**config.mk**
```make
export PLATFORM = sky130hd
export DESIGN_NAME = mat_stream_loader_flat
export DESIGN_NICKNAME = d
export VERILOG_FILES = /design/src/rtl/mat_stream_loader_pkg.sv /design/src/rtl/mat_stream_loader_if.sv /design/src/rtl/mat_stream_loader_settle_timer.sv /design/src/rtl/mat_stream_loader.sv /design/src/flat_wrapper.sv
export SDC_FILE = /design/constraint.sdc
export NUM_CORES = 1
export LEC_CHECK = 0
export ABC_AREA = 1
export BUFFER_PORTS_ARGS = -buffer_cell sky130_fd_sc_hd__buf_4
export CAP_MARGIN = 30
export CORE_AREA = 4 4 322 324
export CTS_CLUSTER_SIZE = 28
export DETAILED_ROUTE_END_ITERATION = 8
export DIE_AREA = 0 0 326 328
export HOLD_SLACK_MARGIN = 0.15
export PLACE_DENSITY_LB_ADDON = 0.12
export SYNTH_ARGS = -nofsm -noshare
export SYNTH_HDL_FRONTEND = slang
export SYNTH_HIERARCHICAL = 1
export SYNTH_SLANG_ARGS = --single-unit
```
**constraint.sdc**
```tcl
create_clock -name clk -period 2.1 [get_ports clk]
set_clock_uncertainty 0.15 [all_clocks]
set_input_delay 0.105 -clock clk [delete_from_list [all_inputs] [get_ports clk]]
set_output_delay 0.105 -clock clk [all_outputs]
set_load 0.005 [all_outputs]
```
**src/rtl/mat_stream_loader_pkg.sv**
```systemverilog
// Shared defaults, state type and width helper for the matrix stream loader.
package mat_pkg;

    localparam int DATA_WIDTH_DEF  = 8;
    localparam int MATRIX_DIM_DEF  = 10;
    localparam int MATRIX_SIZE_DEF = MATRIX_DIM_DEF * MATRIX_DIM_DEF;

    typedef enum logic [1:0] {
        LOAD   = 2'd0,
        SETTLE = 2'd1,
        RESULT = 2'd2
    } mat_state_e;

    // Number of bits needed to hold every value in 0..max_val (at least one).
    function automatic int width_for(input int max_val);
        int w;
        w = 1;
        while ((1 << w) <= max_val) begin
            w++;
        end
        return w;
    endfunction

endpackage

```
**src/rtl/mat_stream_loader_if.sv**
```systemverilog
// Element input stream and determinant result stream of the matrix loader.
interface mat_stream_loader_if
    import mat_pkg::*;
#(
    parameter int DATA_WIDTH = DATA_WIDTH_DEF
);

    logic [DATA_WIDTH-1:0] in_data;
    logic                  in_valid;
    logic                  in_ready;
    logic [DATA_WIDTH-1:0] res_data;
    logic                  res_valid;
    logic                  res_ready;

    // master: the host feeding elements and consuming results
    modport master (
        output in_data,
        output in_valid,
        input  in_ready,
        input  res_data,
        input  res_valid,
        output res_ready
    );

    // slave: the loader itself
    modport slave (
        input  in_data,
        input  in_valid,
        output in_ready,
        output res_data,
        output res_valid,
        input  res_ready
    );

endinterface

```
**src/rtl/mat_stream_loader_settle_timer.sv**
```systemverilog
// Counts edges spent in SETTLE; done is raised on the CYCLES-th counting edge.
module settle_timer
    import mat_pkg::*;
#(
    parameter int CYCLES = 4
) (
    input  logic clk,
    input  logic rst_n,
    input  logic load_i,
    input  logic count_i,
    output logic done_o
);

    localparam int CNT_W = width_for(CYCLES);
    localparam logic [CNT_W-1:0] CNT_LAST = CNT_W'(CYCLES - 1);

    logic [CNT_W-1:0] cnt_q;
    logic [CNT_W-1:0] cnt_d;

    always_comb begin
        cnt_d = cnt_q;
        if (load_i) begin
            cnt_d = '0;
        end else if (count_i && (cnt_q != CNT_LAST)) begin
            // saturate at the terminal value so the counter can never wrap
            cnt_d = cnt_q + 1'b1;
        end
    end

    always_ff @(posedge clk or negedge rst_n) begin
        if (!rst_n) begin
            cnt_q <= '0;
        end else begin
            cnt_q <= cnt_d;
        end
    end

    assign done_o = count_i && (cnt_q == CNT_LAST);

endmodule

```
**src/rtl/mat_stream_loader.sv**
```systemverilog
// Collects a row-major element stream into a packed matrix, waits for the external
// combinational determinant to settle, then presents the captured result.
module mat_stream_loader
    import mat_pkg::*;
#(
    parameter int DATA_WIDTH    = DATA_WIDTH_DEF,
    parameter int MATRIX_DIM    = MATRIX_DIM_DEF,
    parameter int MATRIX_SIZE   = MATRIX_SIZE_DEF,
    parameter int SETTLE_CYCLES = 4
) (
    input  logic                              clk,
    input  logic                              rst_n,
    input  logic                              clear,
    mat_stream_loader_if.slave                bus,
    output logic [MATRIX_SIZE*DATA_WIDTH-1:0] mat,
    input  logic [DATA_WIDTH-1:0]             det_in,
    output logic                              busy
);

    localparam int IDX_W = width_for(MATRIX_SIZE - 1);
    localparam logic [IDX_W-1:0] IDX_LAST = IDX_W'(MATRIX_SIZE - 1);

    mat_state_e            state_q;
    mat_state_e            state_d;
    logic [IDX_W-1:0]      idx_q;
    logic [IDX_W-1:0]      idx_d;
    logic [DATA_WIDTH-1:0] res_data_q;
    logic [DATA_WIDTH-1:0] res_data_d;
    logic                  res_valid_q;
    logic                  res_valid_d;

    logic wr_en;
    logic timer_load;
    logic timer_count;
    logic timer_done;

    settle_timer #(
        .CYCLES (SETTLE_CYCLES)
    ) u_settle_timer (
        .clk     (clk),
        .rst_n   (rst_n),
        .load_i  (timer_load),
        .count_i (timer_count),
        .done_o  (timer_done)
    );

    always_comb begin
        state_d     = state_q;
        idx_d       = idx_q;
        res_data_d  = res_data_q;
        res_valid_d = res_valid_q;
        wr_en       = 1'b0;
        timer_load  = 1'b0;
        timer_count = 1'b0;

        if (clear) begin
            // flush wins over everything; an element offered now is dropped
            state_d     = LOAD;
            idx_d       = '0;
            res_valid_d = 1'b0;
            timer_load  = 1'b1;
        end else begin
            unique case (state_q)
                LOAD: begin
                    if (bus.in_valid) begin
                        wr_en = 1'b1;
                        if (idx_q == IDX_LAST) begin
                            idx_d      = '0;
                            timer_load = 1'b1;
                            state_d    = SETTLE;
                        end else begin
                            idx_d = idx_q + 1'b1;
                        end
                    end
                end
                SETTLE: begin
                    timer_count = 1'b1;
                    if (timer_done) begin
                        res_data_d  = det_in;
                        res_valid_d = 1'b1;
                        state_d     = RESULT;
                    end
                end
                RESULT: begin
                    if (bus.res_ready) begin
                        res_valid_d = 1'b0;
                        state_d     = LOAD;
                    end
                end
                default: begin
                    state_d     = LOAD;
                    idx_d       = '0;
                    res_valid_d = 1'b0;
                end
            endcase
        end
    end

    always_ff @(posedge clk or negedge rst_n) begin
        if (!rst_n) begin
            state_q     <= LOAD;
            idx_q       <= '0;
            res_data_q  <= '0;
            res_valid_q <= 1'b0;
        end else begin
            state_q     <= state_d;
            idx_q       <= idx_d;
            res_data_q  <= res_data_d;
            res_valid_q <= res_valid_d;
        end
    end

    // One register per element; slot k = row*MATRIX_DIM+col sits at mat[k*DATA_WIDTH +: DATA_WIDTH].
    genvar gi;
    genvar gj;
    for (gi = 0; gi < MATRIX_DIM; gi++) begin : g_row
        for (gj = 0; gj < MATRIX_DIM; gj++) begin : g_col
            localparam int SLOT = gi * MATRIX_DIM + gj;
            logic [DATA_WIDTH-1:0] slot_q;

            always_ff @(posedge clk or negedge rst_n) begin
                if (!rst_n) begin
                    slot_q <= '0;
                end else if (wr_en && (idx_q == IDX_W'(SLOT))) begin
                    slot_q <= bus.in_data;
                end
            end

            assign mat[SLOT*DATA_WIDTH +: DATA_WIDTH] = slot_q;
        end
    end

    assign bus.in_ready  = (state_q == LOAD);
    assign bus.res_data  = res_data_q;
    assign bus.res_valid = res_valid_q;
    assign busy          = (state_q != LOAD) || (idx_q != '0);

endmodule

```
**src/flat_wrapper.sv**
```systemverilog
// flat-port wrapper written by rule: the top's interface ports become plain ports
module mat_stream_loader_flat import mat_pkg::*;
#(
    parameter int DATA_WIDTH    = DATA_WIDTH_DEF,
    parameter int MATRIX_DIM    = MATRIX_DIM_DEF,
    parameter int MATRIX_SIZE   = MATRIX_SIZE_DEF,
    parameter int SETTLE_CYCLES = 4
)
  (clk, rst_n, clear, mat, det_in, busy, bus_in_data, bus_in_valid, bus_in_ready, bus_res_data, bus_res_valid, bus_res_ready);
  mat_stream_loader_if #(.DATA_WIDTH(DATA_WIDTH)) bus_i ();
  input  logic clk;
  input  logic rst_n;
  input  logic clear;
  output logic [MATRIX_SIZE*DATA_WIDTH-1:0] mat;
  input  logic [DATA_WIDTH-1:0] det_in;
  output logic busy;
  input wire logic [$bits(bus_i.in_data)-1:0] bus_in_data;
  input wire logic [$bits(bus_i.in_valid)-1:0] bus_in_valid;
  output wire logic [$bits(bus_i.in_ready)-1:0] bus_in_ready;
  output wire logic [$bits(bus_i.res_data)-1:0] bus_res_data;
  output wire logic [$bits(bus_i.res_valid)-1:0] bus_res_valid;
  input wire logic [$bits(bus_i.res_ready)-1:0] bus_res_ready;
  assign bus_i.in_data = bus_in_data;
  assign bus_i.in_valid = bus_in_valid;
  assign bus_in_ready = bus_i.in_ready;
  assign bus_res_data = bus_i.res_data;
  assign bus_res_valid = bus_i.res_valid;
  assign bus_i.res_ready = bus_res_ready;
  mat_stream_loader #(.DATA_WIDTH(DATA_WIDTH), .MATRIX_DIM(MATRIX_DIM), .MATRIX_SIZE(MATRIX_SIZE), .SETTLE_CYCLES(SETTLE_CYCLES)) u_core (.clk(clk), .rst_n(rst_n), .clear(clear), .bus(bus_i), .mat(mat), .det_in(det_in), .busy(busy));
endmodule
```
* Yosys cells after proc, flatten, opt, wreduce, memory -nomap -nowiden *
Cells that the tools add are included.

cells by class
  add/subtract/negate cells = 2
  equality and inequality tests = 109
  multiplexer cells = 25
  bitwise logic cells = 1
  reduce and logical (&&, ||, !) cells = 113

operators with widths
  kind                                                                    number
  7-bit equality test (second input constant)                             36
  7-bit by 6-bit equality test with 1-bit output (second input constant)  32
  7-bit by 5-bit equality test with 1-bit output (second input constant)  16
  1-bit logical AND                                                       102
  7-bit by 4-bit equality test with 1-bit output (second input constant)  8
  7-bit by 3-bit equality test with 1-bit output (second input constant)  4
  7-bit two-way mux                                                       3
  7-bit by 2-bit equality test with 1-bit output (second input constant)  2
  7-bit case mux with 2 select lines                                      1
  1-bit two-way mux                                                       12
  2-bit two-way mux                                                       5
  3-bit by 2-bit != test with 1-bit output (second input constant)        3
  7-bit by 1-bit adder with 7-bit output (second input constant)          1
  7-bit by 1-bit equality test with 1-bit output (second input constant)  1
  7-bit zero test                                                         1
  7-bit nonzero test                                                      1
  3-bit two-way mux                                                       2
  3-bit != test (second input constant)                                   2
  2-bit case mux with 3 select lines                                      1
  3-bit AND reduction                                                     2
  4-bit AND reduction                                                     1
  2-bit nonzero test                                                      2
  3-bit by 1-bit adder with 3-bit output (second input constant)          1
  3-bit by 2-bit equality test with 1-bit output (second input constant)  1
  10 further kinds                                                        10

storage, ports and cells
  register bits = 821
  input bits = 21
  output and inout bits = 811
  logic and storage cells = 355

* Logic depth before layout (Yosys ltp) *
  word-level depth = 7
  depth in mapped cells = 14
  depth with buffers taken out = 13

* Hierarchy *
Netlist, hierarchy kept.

by module, submodules not included
  module             times used  cells an instance  area an instance (um2)  seq. area each (um2)
  mat_stream_loader  1           2,881              29,692.2                20,469.6
  settle_timer       1           24                 181.4                   75.1

* Least setup slack after synthesis *
OpenSTA, ideal clock, no wires.

  path kind = reg-to-reg
  from = register u_core.state_q[0]
  to = register u_core.g_row[1].g_col[1].slot_q[5]
  library setup time = 133 ps
  arrival = 1,770 ps
  required time = 1,817 ps
  slack = 47 ps
  cell stages (with the launch flop) = 12
  path buffers = 2
  clock period less this slack = 2,053 ps
  cell sequence = dfrtp_1 -> inv_1 -> ha_1 -> inv_1 -> nor2_4 -> nand2_4 -> buf_6 -> nor2_4 -> nand2_1 -> buf_2 -> nand2_1 -> o21ai_0

on the way
  cells in the longest elaborated chain, start to end = 4

RTL lines
  item                      RTL line                  text
  start: declaration        mat_stream_loader.sv:23   mat_state_e state_q;
  start signal: assignment  mat_stream_loader.sv:106  state_q <= state_d;
  2-bit zero test           -
  via bus_in_ready          flat_wrapper.sv:19        output wire logic [$bits(bus_i.in_ready)-1:0] bus_in_ready;
  1-bit two-way mux         mat_stream_loader.sv:63   unique case (state_q)
  1-bit two-way mux         mat_stream_loader.sv:56   if (clear) begin
  1-bit logical AND         mat_stream_loader.sv:124  end else if (wr_en && (idx_q == IDX_W'(SLOT))) begin
  end signal: assignment    mat_stream_loader.sv:125  slot_q <= bus.in_data;
  end: declaration          mat_stream_loader.sv:119  logic [DATA_WIDTH-1:0] slot_q;

The timed path passes the listed nets, and every way through them passes these cells.
A chain may end at the register's enable or synchronous reset.

* Worst setup path in the final report *
  from = register u_core.state_q[1]
  to = register u_core.g_row[4].g_col[5].slot_q[4]

on the way
  cells in the longest elaborated chain, start to end = 4

RTL lines
  item                    RTL line
  2-bit zero test         mat_stream_loader.sv:63
  1-bit two-way mux       mat_stream_loader.sv:63
  1-bit two-way mux       mat_stream_loader.sv:56
  1-bit logical AND       mat_stream_loader.sv:124
  end signal: assignment  mat_stream_loader.sv:125
  end: declaration        mat_stream_loader.sv:119

No other way between the ends.

==> key figures <==
Worst setup path
  – Top delay family on crit path: buffers and inverters
  – CP Max Fanout: 8
  – Buf/Inv on CP: 6
  – Worst r2r src: u_core/state_q[1]
  – Nature of the critical path startpoint: flip-flop
  – CP endpoint kind: flip-flop
  – Worst EP arrival: 2.46 ns
  – RR Endpoint: u_core/g_row[4].g_col[5].slot_q[4]
  – R2R depth: 13
  – Critical Path Stages: 13
  – CP max-delay cell: dfrtp_1
  – Largest stage delay, worst path: 0.39 ns
  – CP Data Required Time: 2.48 ns
  – WS Path Type: reg -> reg
  – Crit-path cells: inv_2 > ha_4 > inv_2 > nor2_4 > nand2_4 > buf_6 > nor2_4 > buf_12 > buf_12 > nand2_4 > clkbuf_16 > nand2_1 > o21ai_0
  – R2r setup slk: 0.03 ns

Clocking
  – CTS Buffer Depth: 3
  – Root buffer cell: clkbuf_16
  – Skew-Pair Late Insertion Delay: 0.65 ns
  – Total CTS buffers: 94
  – CTS tree: built
  – Reg clk slew, reported paths: 0.06 ns
  – H-tree depth: 3
  – Sink Count: 821
  – Hold buffer count at CTS: 32

Run status
  – Status: complete, but fails checks
  – Failing checks: negative hold slack

Logic synthesis
  – Count of mapped cells out of synthesis: 2,905
  – Netlist cell types: 21
  – Flops & latches, synth: 821
  – Largest family of logic cells by synthesized area: simple AND/OR/NAND/NOR gates
  – XOR/XNOR Fraction of Synth Area: 0
  – Synth warn: 6
  – Syn Area/Cell: 10.3 sq um
  – Post-synthesis mux area share: 0
  – Post-synth top area cell: dfrtp_1
  – Synth top area share: 0.688
  – Post-synthesis sequential area ratio: 0.688
  – Simple-gate portion of the synthesized area: 0.137
  – Mapped Area: 29,900 sq um
  – Synth Area in Compound Gates: 0.135
  – Synthesized net count: 2,936
  – Synth Area in Adders: 0.00419
  – Top area cells in the synthesized netlist: dfrtp_1, o21ai_0, nand2_1

Floorplanning
  – Die Wd: 326 microns
  – Die Y-Extent: 328 microns
  – Initial core utilization: 0.295
  – IO Pins: 832
  – Core Region: 101,000 sq um
  – DIE AREA: 107,000 sq um
  – Cell Rows: 117

Timing
  – Worst slew margin: 0.581
  – Slew @ Worst Pin: 0.629 ns
  – RSZ-0062 raised after global routing: true
  – Final critical-path share of the clock period: 0.987
  – Endpoints failing setup: 0
  – Setup ws final: 0.0279 ns
  – Final min period: 2.07 ns
  – Final Max Tran Viols: 0
  – Hold Worst Slack: -0.217 ns
  – Fin. Hold Viols: 3
  – Max Fclk: 483 MHz

Finish
  – Finished Layout Cells: 5,383
  – Area of the multi-input gates: 8910 sq um
  – Ratio of cells with drive above 1 in the final layout: 0.349
  – Final-layout fill cell count: 9,738
  – Most frequent cells in the layout: buf_4, nand2_1, dfrtp_1, o21ai_0, o21ai_1
  – Most common cell after layout, fill and taps aside: buf_4
  – Area Overhead vs Synth: 50.8%
  – Register Area: 20,500 sq um
  – Nets: 3,973

Detailed routing
  – Via count: 24,600
  – Antenna Nets Post-Route: 0
  – Iteration-0 DRC Markers: 1,664
  – WL/cell: 23.4 microns
  – Vias/cell: 4.57
  – Post-Route WL: 126 mm
  – Drt pass-1 iters: 5
  – DRC violations left: 0

Min path
  – Hold EP: u_core/state_q[0]
  – Hold_sp: clear
  – Class of the worst hold path: in -> reg
  – WHS Path Cells: 5

Global routing
  – First-pass GRT wire length: 176 mm
  – Vias in the first global route: 23,900
  – Initial antenna violation count: 3
  – Largest net degree at the start of global routing: 97
  – Grt total ovfl: 0
  – Gr usage total: 0.221

Power
  – P_leak: 22.6 nW
  – Tot Pwr: 35.0 mW
  – Cell Pwr Density: 777 nW/um^2
  – Peak supply drop: 544 uV

Place
  – Cells after DPL: 5,134
  – Port-buffer cells: 831
  – Placed wire-length estimate: 84.4 mm
  – Pre-CTS setup slack: -0.126 ns
  – Placer Congestion: 0.805

Job
  – Maxcap violations: 0
-- flip-flops by register name, indices dropped and copies added (netlist names) --
signal / flops
u_core/state_q: 2
u_core/bus.res_data: 8
u_core/idx_q: 7
u_core/u_settle_timer/cnt_q: 3
u_core/g_row.g_col.slot_q: 800
u_core/bus.res_valid: 1
-- how the worst max path moves through the flow --
stage                      startpoint                                  to  slack, ns
finish              u_core/state_q[1]  u_core/g_row[4].g_col[5].slot_q[4]       0.03
global route        u_core/state_q[1]  u_core/g_row[5].g_col[3].slot_q[6]      -0.07
CTS                 u_core/state_q[1]  u_core/g_row[2].g_col[1].slot_q[4]      -0.04
detailed placement  u_core/state_q[1]  u_core/g_row[6].g_col[9].slot_q[0]      -0.13
global placement    u_core/state_q[0]  u_core/g_row[2].g_col[1].slot_q[4]      -0.13
floorplan           u_core/state_q[0]  u_core/g_row[1].g_col[1].slot_q[5]       0.05
-- metrics by stage --
step,util,area (sq um),TNS [ns]
after detailed placement,0.395,40000,-3.50
final,0.445,45000,0
after global placement,0.395,40000,-4.11
after floorplan,-,29900,0
after CTS,0.429,43400,-0.972
after global routing,0.445,45000,-4.27
-- layer usage --
metal	track usage	part of all wire
met1	0.276	0.41
met5	0	0.00010
met3	0.0631	0.067
met4	0.0797	0.035
met2	0.368	0.48
-- power breakdown --
group	internal, mW	switching [mW]
Combinational	0.917	1.35
Sequential	16.2	0.257
Clock	9.51	6.76
-- layout make-up --
class                           count  share of cell area
Sequential cell                   821               0.456
Timing Repair Buffer             1132               0.237
Multi-Input combinational cell   1858               0.198
Clock buffer                      137              0.0616
Tap cell                         1368              0.0380
Clock inverter                     31             0.00589
Inverter                           35             0.00336
Antenna cell                        1           0.0000555
-- cell families (layout without fill, tap and decap cells) --
| family | Yosys count | in the layout |
|---|---|---|
| flops | 821 | 821 |
| other cells | 0 | 1 |
| fa+ha+maj | 10 | 10 |
| simple gates | 1045 | 1045 |
| compound gates | 803 | 803 |
| buf+inv | 226 | 1335 |
-- worst min-delay path: stages --
cell	delay (ns)
buf_4	0.13
nor2_4	0.05
buf_4	0.13
nand3_1	0.07
nand2_1	0.05
-- cell usage after synthesis (all sizes together) --
| cell | count |
|---|---|
| nand2 | 971 |
| dfrtp | 821 |
| o21ai | 803 |
| buf | 104 |
| clkbuf | 87 |
| nor2 | 35 |
| nand3 | 31 |
| inv | 26 |
| ha | 10 |
| clkinv | 9 |
| nor3 | 5 |
| nand4 | 2 |
| nand3b | 1 |
-- timing repair --
action	4_1_cts	5_1_grt
cloned	0	37
hold endpoints to repair	1642	12
buffers inserted	4	8
pin swaps	2	12
endpoints found under the setup margin	123	713
gates resized for setup	9	411
Power figures use the tool's default switching activity.
